===== config.mk =====
export PLATFORM = sky130hd
export DESIGN_NAME = apb4_master
export DESIGN_NICKNAME = d
export VERILOG_FILES = /design/src/rtl/apb4_master.sv
export SDC_FILE = /design/constraint.sdc
export NUM_CORES = 1
export LEC_CHECK = 0
export CAP_MARGIN = 25
export CORE_MARGIN = 2
export CORE_UTILIZATION = 30
export DETAILED_ROUTE_END_ITERATION = 6
export SLEW_MARGIN = 20
export SYNTH_ARGS = -nofsm -noshare
export SYNTH_HDL_FRONTEND = slang
export SYNTH_SLANG_ARGS = --single-unit

===== constraint.sdc =====
create_clock -name clk_i -period 3.5 [get_ports clk_i]
set_clock_uncertainty 0.1 [all_clocks]
set_input_delay 0.35 -clock clk_i [delete_from_list [all_inputs] [get_ports clk_i]]
set_output_delay 0.35 -clock clk_i [all_outputs]
set_load 0.1 [all_outputs]

===== src/rtl/apb4_master.sv =====
// APB4 initiator: takes one request at a time over a valid/ready port, runs the
// SETUP/ACCESS phases with an optional wait-state timeout and holds the response until consumed.
module apb4_master #(
   parameter int ADDR_WIDTH = 32,
   parameter int TIMEOUT    = 16
) (
   input  logic                  clk_i,
   input  logic                  rst_i,
   // Handshakes: a beat moves on a rising edge where valid && ready; valid holds its
   // payload until that edge, and ready may depend only on registered state.
   input  logic                  req_valid_i,
   output logic                  req_ready_o,
   input  logic                  req_write_i,
   input  logic [ADDR_WIDTH-1:0] req_addr_i,
   input  logic [31:0]           req_wdata_i,
   input  logic [3:0]            req_wstrb_i,
   input  logic [2:0]            req_prot_i,
   output logic                  rsp_valid_o,
   input  logic                  rsp_ready_i,
   output logic [31:0]           rsp_rdata_o,
   output logic                  rsp_err_o,
   output logic                  rsp_tout_o,
   output logic [ADDR_WIDTH-1:0] paddr_o,
   output logic [2:0]            pprot_o,
   output logic                  psel_o,
   output logic                  penable_o,
   output logic                  pwrite_o,
   output logic [31:0]           pwdata_o,
   output logic [3:0]            pstrb_o,
   input  logic                  pready_i,
   input  logic [31:0]           prdata_i,
   input  logic                  pslverr_i,
   output logic [1:0]            state_o
);

   typedef enum logic [1:0] {
      IDLE   = 2'd0,
      SETUP  = 2'd1,
      ACCESS = 2'd2,
      RESP   = 2'd3
   } state_t;

   localparam int CW = (TIMEOUT > 1) ? $clog2(TIMEOUT) + 1 : 1;

   state_t          state;
   state_t          state_nxt;
   logic            ready_q;
   logic            accept;
   logic            last_wait;
   logic [CW-1:0]   wait_cnt;

   // last_wait marks the TIMEOUT-th ACCESS cycle; never true when the timeout is disabled.
   assign last_wait = (TIMEOUT > 0) && (wait_cnt == CW'(TIMEOUT - 1));
   assign accept    = (state == IDLE) && req_valid_i && ready_q;

   always_comb begin
      state_nxt = state;
      case (state)
         IDLE:    if (accept) state_nxt = SETUP;
         SETUP:   state_nxt = ACCESS;
         ACCESS:  if (pready_i || last_wait) state_nxt = RESP;
         RESP:    if (rsp_ready_i) state_nxt = IDLE;
         default: state_nxt = IDLE;
      endcase
   end

   // ready is registered so it stays low while reset is held and rises one edge later.
   always_ff @(posedge clk_i or posedge rst_i) begin
      if (rst_i) begin
         state   <= IDLE;
         ready_q <= 1'b0;
      end else begin
         state   <= state_nxt;
         ready_q <= (state_nxt == IDLE);
      end
   end

   always_ff @(posedge clk_i or posedge rst_i) begin
      if (rst_i) begin
         paddr_o  <= '0;
         pprot_o  <= '0;
         pwrite_o <= 1'b0;
         pwdata_o <= '0;
         pstrb_o  <= '0;
      end else if (accept) begin
         paddr_o  <= req_addr_i;
         pprot_o  <= req_prot_i;
         pwrite_o <= req_write_i;
         pwdata_o <= req_write_i ? req_wdata_i : 32'd0;
         pstrb_o  <= req_write_i ? req_wstrb_i : 4'd0;
      end
   end

   always_ff @(posedge clk_i or posedge rst_i) begin
      if (rst_i) begin
         wait_cnt <= '0;
      end else if (state == SETUP) begin
         wait_cnt <= '0;
      end else if (state == ACCESS && !last_wait) begin
         wait_cnt <= wait_cnt + 1'b1;
      end
   end

   // A completing pready wins over the timeout on the same cycle.
   always_ff @(posedge clk_i or posedge rst_i) begin
      if (rst_i) begin
         rsp_rdata_o <= '0;
         rsp_err_o   <= 1'b0;
         rsp_tout_o  <= 1'b0;
      end else if (state == ACCESS) begin
         if (pready_i) begin
            rsp_rdata_o <= pwrite_o ? 32'd0 : prdata_i;
            rsp_err_o   <= pslverr_i;
            rsp_tout_o  <= 1'b0;
         end else if (last_wait) begin
            rsp_rdata_o <= 32'd0;
            rsp_err_o   <= 1'b1;
            rsp_tout_o  <= 1'b1;
         end
      end
   end

   assign req_ready_o = ready_q;
   assign psel_o      = (state == SETUP) || (state == ACCESS);
   assign penable_o   = (state == ACCESS);
   assign rsp_valid_o = (state == RESP);
   assign state_o     = state;

endmodule


==> reports/results.tsv, run 1 <==
metric	value	unit
outcome	finished clean	
setup_viol	0	
first_global_vias	3865	
cts_resized	0	
h-tree-depth	4	
slew_violations	0	
synthCells	423	
grt_max_degree	70	
synth.avg_cell_area	11.1	um2
clk_latency	0.41	ns
drt-pass1-iter-count	4	
end_kind	primary output	
synth_seq_area_share	61.0	%
vias	3724	
root_buffer	clkbuf_16	
hold_viol_final	0	
die_area	16600	um2
nets	760	
numCtsBuffers	17	
layout-drive-gt1-share	12.2	%
synth-edff-count	0	
dp_hpwl	9.07	mm
finalSetupTns	0	ns
cts_sinks	114	
wl_per_cell	14.8	um
clock_path_buffers	2	
area_delta_synth_final	64.1	%
ys_warn_count	0	
postRouteWirelength	12.5	mm
routed_via_density	4.41	
wl_met3	1.06	mm
synthesis.area	4680	um2
grt_antenna_before_repair	0	
synthArstFlopShare	100	%
drv_cap	0	
initial_utilization	30.8	%
portBuffers	221	
io_pins	222	
synth_cell_types	24	
cp_slowest_cell	clkdlybuf4s50_1	
dr_wl_met2	5.87	mm
synthTopCellsByArea	dfrtp_1, mux2_4, nand2_1, o21ai_0, ha_1	
netlist.area_leader.share	61.0	%
synth_seq_cells	114	
path_max_fanout	5	
top_layer	met4	
holdWs	0.375	ns
crit_required	3.05	ns
fmax	0.387	GHz
cts_tree	done	
tightest_slew	1.04	ns
n_antenna_cell	0	
rows	45	
yosysTopAreaCell	dfrtp_1	
finalWorstSetupSlack	0.917	ns
grt_usage	15.4	%
route.detailed.drc	0	
max_stage_delay	1.13	ns
grt_pass1_wl	19.6	mm
grt_overflow_total	0	
min_path_type	reg -> reg	
postCtsHoldBufs	0	
min_period_over_period	73.8	%
cp_data_arrival_time	2.13	ns
drt-met1-wl	5.35	mm
path_cells	ha_1 -> clkdlybuf4s50_1	
clk_pin_slew	0.05	ns
syn_nets	539	
criticalPathCategory	reg -> out	
startpoint_type	flop	
core	15200	um2
post_cts_buffers	0	
chipWidth	129	um
gp_congestion	0.739	
rsz0062_at_grt	false	
synthFlopType	dfrtp_1	
slew-limit-headroom	30.6	%
ant_nets	0	
initialDrtViolationCount	106	
post-place-ws	1.10	ns
post-route-min-period	2.58	ns
die_height	129	um
==> flip-flops by register name, indices dropped and copies added, names as in the netlist, 2 cells and up <==
| name | cells |
|---|---|
| pprot_o | 3 |
| state_o | 2 |
| pwdata_o | 32 |
| wait_cnt | 5 |
| paddr_o | 32 |
| rsp_rdata_o | 32 |
| pstrb_o | 4 |
==> Yosys cell counts, drive strengths merged, types with 2 or more instances <==
cell,number
xor2,2
inv,4
nor2b,4
clkbuf,13
mux2,36
nand2,139
ha,6
o21ai,74
buf,15
nor2,7
dfrtp,114
==> layout by cell type, fill, tap and decap left out <==
| cell | Yosys | layout |
|---|---|---|
| clkdlybuf4s50_1 | 0 | 219 |
| nand2_1 | 139 | 139 |
| dfrtp_1 | 114 | 114 |
| o21ai_0 | 68 | 68 |
| mux2_4 | 36 | 36 |
| clkbuf_16 | 0 | 17 |
| buf_4 | 2 | 11 |
| nor2_1 | 7 | 7 |
| ha_1 | 6 | 6 |
| o21ai_1 | 5 | 5 |
| bufinv_16 | 0 | 4 |
| nor2b_1 | 4 | 3 |
| inv_1 | 4 | 3 |
| clkbuf_8 | 0 | 3 |
| xor2_1 | 2 | 2 |
| clkbuf_1 | 13 | 2 |
| clkinv_2 | 0 | 2 |
| clkinvlp_4 | 0 | 2 |
| o21ai_4 | 0 | 1 |
| nor2b_2 | 0 | 1 |
| xnor2_1 | 1 | 1 |
| mux2i_1 | 1 | 1 |
| nand4_1 | 1 | 1 |
| nand3_4 | 0 | 1 |
| and3_1 | 1 | 1 |
| and2_1 | 1 | 1 |
| o21a_1 | 1 | 1 |
| nor3_1 | 1 | 1 |
| inv_4 | 0 | 1 |
| a211oi_1 | 1 | 1 |
| clkinv_4 | 0 | 1 |
==> worst paths after layout <==
check	start	end	slack, ns	cells past startpoint
min	rsp_rdata_o[29]$_DFFE_PP0P_	rsp_rdata_o[29]$_DFFE_PP0P_	0.38	2
max in group asynchronous	rst_i	pwdata_o[27]$_DFFE_PP0P_	2.15	3
min reg2reg	rsp_rdata_o[29]$_DFFE_PP0P_	rsp_rdata_o[29]$_DFFE_PP0P_	0.38	2
max reg2reg	state_o[0]$_DFF_PP0_	paddr_o[15]$_DFFE_PP0P_	1.12	5
max	state_o[1]$_DFF_PP0_	rsp_valid_o	0.92	2
min in group asynchronous	rst_i	paddr_o[7]$_DFFE_PP0P_	0.39	2
==> through the flow <==
step / area, um2 / cells / utilization, %
detailed placement: 7050 / 813 / 46.3
global placement: 7050 / 813 / 46.3
CTS: 7670 / 844 / 50.5
finish: 7670 / 844 / 50.5
floorplan: 4680 / 423 / -
global route: 7670 / 844 / 50.5
==> logic make-up (layout without fill, tap and decap cells) <==
group           Yosys count  in the layout  share of synthesized area (%)
compound gates           76             76                           8.32
mux                      37             37                           11.8
xor+xnor                  3              3                          0.562
buf+inv                  32            265                           3.75
simple gates            155            155                           13.0
fa+ha+maj                 6              6                           1.61
flops                   114            114                           61.0
==> final cells by class <==
cell class / count / area, um2
multi-input combinational: 277 / 1670
inverter: 4 / 17.5
clock buffer: 22 / 474
fill: 1394 / 7530
tap: 188 / 235
timing repair buffer: 230 / 2270
sequential: 114 / 2850
clock inverter: 9 / 154
==> critical path: cells and delay by family, from the launching register on <==
family / cells / cell delay, ns
DFF: 1 / 0.41
adders and majority gates: 1 / 0.19
buffers and inverters: 1 / 1.13
==> routing by layer <==
metal	GRT usage, %	vias up
met5	0	-
met4	6.52	0
met3	5.70	20
met2	24.2	147
met1	19.1	1733
li1	-	1824
Power of run 1 is not shown: default switching activity piles up to over one toggle a cycle in this logic, so the estimate is an artifact.
==> run 2, diff against run 1 <==
- clock period: 3.5 -> 2.37 ns (I/O delays scaled with it)
==> reports/results.tsv, run 2 (synthesis gave the netlist of run 1 again) <==
metric	value	unit
outcome	finished clean	
cts_resized	0	
drt-pass1-iter-count	4	
tightest_slew	0.542	ns
postRouteWirelength	12.0	mm
layout-drive-gt1-share	29.5	%
grt_max_degree	73	
crit_required	2.55	ns
die_area	16600	um2
cts_tree	done	
slew-limit-headroom	63.8	%
finalWorstSetupSlack	0.309	ns
post-place-ws	0.374	ns
dp_cells	812	
numCtsBuffers	17	
num-fill-cells	1399	
wl_per_cell	14.3	um
gp_congestion	0.788	
finalSetupTns	0	ns
h-tree-depth	4	
fmax	0.485	GHz
min_period_over_period	87.0	%
post_cts_buffers	0	
grt_overflow_total	0	
postCtsHoldBufs	0	
cp_data_arrival_time	2.24	ns
holdWs	0.128	ns
cp_slowest_cell	dfrtp_1	
startpoint_type	flop	
root_buffer	clkbuf_16	
routed_via_density	4.44	
chipWidth	129	um
n_antenna_cell	0	
max_stage_delay	0.41	ns
area_delta_synth_final	59.0	%
hold_viol_final	0	
path_cells	ha_1 -> and3_1 -> ha_1 -> nor2b_1 -> nand4_1 -> xor2_1 -> nor2_1	
clk_latency	0.40	ns
clk_pin_slew	0.05	ns
slew_violations	0	
r2r_end	wait_cnt[3]$_DFFE_PP0P_	
cts_sinks	114	
reg2reg_depth	7	
post-route-min-period	2.06	ns
layoutNonFillerInstCount	843	
core	15200	um2
ant_nets	0	
grt_antenna_before_repair	0	
cpMostUsedCell	ha_1	
min_path_type	in -> async	
grt_usage	14.8	%
initial_utilization	30.8	%
vias	3742	
rows	45	
die_height	129	um
nets	759	
route.detailed.drc	0	
criticalPathCategory	reg -> reg	
final_common_cell	nand2_1	
clock_path_buffers	2	
initialDrtViolationCount	146	
rsz0062_at_grt	false	
dp_hpwl	8.62	mm
r2r-start	wait_cnt[0]$_DFFE_PP0P_	
setup_viol	0	
portBuffers	221	
first_global_vias	3955	
io_pins	222	
drv_cap	0	
r2r_slack	0.31	ns
final_cell_mix	nand2_1, buf_4, dfrtp_1	
end_kind	flop	
grt_pass1_wl	19.2	mm
reg_top3	paddr_o (32), pwdata_o (32), rsp_rdata_o (32)	
path_max_fanout	6	
## run 2: changes by cell type in the layout (fill, tap and decap cells not counted), moves of 2 or more
cell	change
buf_12	+5
ha_1	-2
clkdlybuf4s50_1	-110
bufinv_16	-2
buf_4	+104
clkinvlp_4	+3
## run 2: area by class of cell
| type | instances | area (um2) | area share, % |
|---|---|---|---|
| Inverter | 4 | 18.8 | 0.253 |
| Sequential cell | 114 | 2850 | 38.4 |
| Clock buffer | 22 | 484 | 6.52 |
| Multi-Input combinational cell | 277 | 1680 | 22.6 |
| Timing Repair Buffer | 229 | 2050 | 27.6 |
| Tap cell | 188 | 235 | 3.16 |
| Clock inverter | 9 | 105 | 1.41 |
## run 2: per-layer routing
metal	vias to the layer above	share of wire [%]	global-route usage, %
met1	1750	44	17.9
met4	0	2.3	6.33
met2	149	47	24.3
met5	-	0	0
met3	24	6.8	4.91
li1	1819	-	-
## run 2: worst max path at each step
stage,from,to,slack [ns],depth (start not counted)
floorplan,state_o[0]$_DFF_PP0_,psel_o,-0.07,2
global route,wait_cnt[0]$_DFFE_PP0P_,wait_cnt[3]$_DFFE_PP0P_,0.19,7
global placement,wait_cnt[0]$_DFFE_PP0P_,wait_cnt[3]$_DFFE_PP0P_,0.42,7
CTS,wait_cnt[0]$_DFFE_PP0P_,wait_cnt[3]$_DFFE_PP0P_,0.31,7
finish,wait_cnt[0]$_DFFE_PP0P_,wait_cnt[3]$_DFFE_PP0P_,0.31,7
detailed placement,wait_cnt[0]$_DFFE_PP0P_,wait_cnt[3]$_DFFE_PP0P_,0.37,7
## run 2: critical path, delay by kind of cell, from the launching register on
family,cells,cell delay (ns)
xor+xnor,1,0.17
simple gates,4,0.81
fa+ha+maj,2,0.44
flops,1,0.41
## run 2: per-stage QoR
stage | util [%] | instance area [um2]
4_1_cts | 48.9 | 7430
3_5_place_dp | 45.0 | 6840
2_1_floorplan | - | 4700
6_report | 48.9 | 7430
3_3_place_gp | 45.0 | 6840
5_1_grt | 48.9 | 7430
Power of run 2 is left out for the same reason.
==> run 3, diff against run 2 <==
- CELL_PAD_IN_SITES_DETAIL_PLACEMENT: default -> 1
- CELL_PAD_IN_SITES_GLOBAL_PLACEMENT: default -> 2
- CORE_MARGIN: 2 -> default
- CORE_UTILIZATION: 30 -> 22
- PLACE_DENSITY_LB_ADDON: default -> 0.1
==> reports/results.tsv, run 3 (synthesis gave the netlist of run 1 again) <==
metric	value	unit
die_height	148	um
grt_max_degree	69	
drt-pass1-iter-count	5	
grt_pass1_wl	22.9	mm
fin_util	36.6	%
die_area	21800	um2
crit_required	2.55	ns
cts_tree	done	
io_pins	222	
layoutNonFillerInstCount	926	
min_period_over_period	86.9	%
post_cts_buffers	0	
rows	52	
finalSetupTns	0	ns
clk_pin_slew	0.06	ns
initial_utilization	22.7	%
h-tree-depth	4	
critPathLaunch	wait_cnt[0]$_DFFE_PP0P_	
numCtsBuffers	17	
reg2reg_depth	7	
wl_per_cell	15.8	um
fmax	0.486	GHz
r2r_slack	0.31	ns
n_antenna_cell	0	
crit_path_end	wait_cnt[3]$_DFFE_PP0P_	
startpoint_type	flop	
postRouteWirelength	14.6	mm
cp_data_arrival_time	2.24	ns
nets	759	
slew_violations	0	
route.detailed.drc	0	
ant_nets	0	
first_global_vias	4106	
setup_viol	0	
vias	3793	
root_buffer	clkbuf_16	
criticalPathCategory	reg -> reg	
cts_sinks	114	
final_common_cell	nand2_1	
area_delta_synth_final	61.0	%
final_cell_mix	nand2_1, buf_4, dfrtp_1	
drv_cap	0	
hold_viol_final	0	
routed_via_density	4.10	
cts_resized	0	
gp_congestion	0.700	
dp_cells	894	
grt_usage	13.8	%
slew-limit-headroom	68.4	%
clock_path_buffers	2	
min_path_type	in -> async	
chipWidth	148	um
portBuffers	221	
path_max_fanout	6	
outcome	finished clean	
tightest_slew	0.473	ns
postCtsHoldBufs	0	
grt_antenna_before_repair	0	
dp_hpwl	10.3	mm
r2r_end	wait_cnt[3]$_DFFE_PP0P_	
grt_overflow_total	0	
end_kind	flop	
reg_top3	paddr_o (32), pwdata_o (32), rsp_rdata_o (32)	
post-route-min-period	2.06	ns
layout-drive-gt1-share	29.7	%
holdWs	0.183	ns
r2r-start	wait_cnt[0]$_DFFE_PP0P_	
initialDrtViolationCount	133	
rsz0062_at_grt	false	
clk_latency	0.41	ns
core	20600	um2
run 3: cell types whose count changed in the layout (fill, tap and decap cells not counted):
| cell | change |
|---|---|
| clkbuf_1 | -1 |
| buf_4 | +1 |
| clkbuf_8 | -3 |
| clkinv_4 | +3 |
| clkinv_2 | -1 |
| clkinvlp_4 | -1 |
| buf_12 | -1 |
| inv_6 | +4 |
run 3: metal layers:
layer	GRT usage (%)	wire, um
met5	0	0
met4	4.79	212
met3	5.74	1300
met2	21.8	6730
met1	16.9	6360
run 3: area by class of cell:
cell class | instances | area [um2]
well taps | 270 | 338
fillers | 2318 | 13000
flip-flops and latches | 114 | 2850
multi-input cells | 277 | 1680
clock inverters | 14 | 154
inverters | 4 | 18.8
clock buffers | 18 | 439
repair buffers | 229 | 2040
run 3: metrics by stage:
| step | worst slack [ns] | cell area, um2 |
|---|---|---|
| after detailed placement | 0.312 | 6930 |
| after global placement | 0.404 | 6930 |
| after CTS | 0.298 | 7530 |
| final | 0.310 | 7530 |
| after floorplan | -0.0655 | 4700 |
| after global routing | 0.103 | 7530 |
run 3: how the worst min path moves through the flow:
stage                                 from                           to  slack (ns)  cells after the start
4_1_cts                              rst_i      paddr_o[23]$_DFFE_PP0P_        0.18                      3
6_report                             rst_i      paddr_o[27]$_DFFE_PP0P_        0.18                      3
5_1_grt                              rst_i      paddr_o[23]$_DFFE_PP0P_        0.21                      3
2_1_floorplan                     pready_i       rsp_tout_o$_DFFE_PP0P_        0.25                      1
3_5_place_dp   rsp_rdata_o[26]$_DFFE_PP0P_  rsp_rdata_o[26]$_DFFE_PP0P_        0.37                      2
3_3_place_gp         rsp_err_o$_DFFE_PP0P_        rsp_err_o$_DFFE_PP0P_        0.37                      2
run 3: worst max-delay path, stage by stage (launching register included):
cell,delay [ns]
dfrtp_1,0.41
ha_1,0.23
and3_1,0.19
ha_1,0.22
nor2b_1,0.40
nand4_1,0.17
xor2_1,0.16
nor2_1,0.06
Power of run 3 is left out for the same reason.
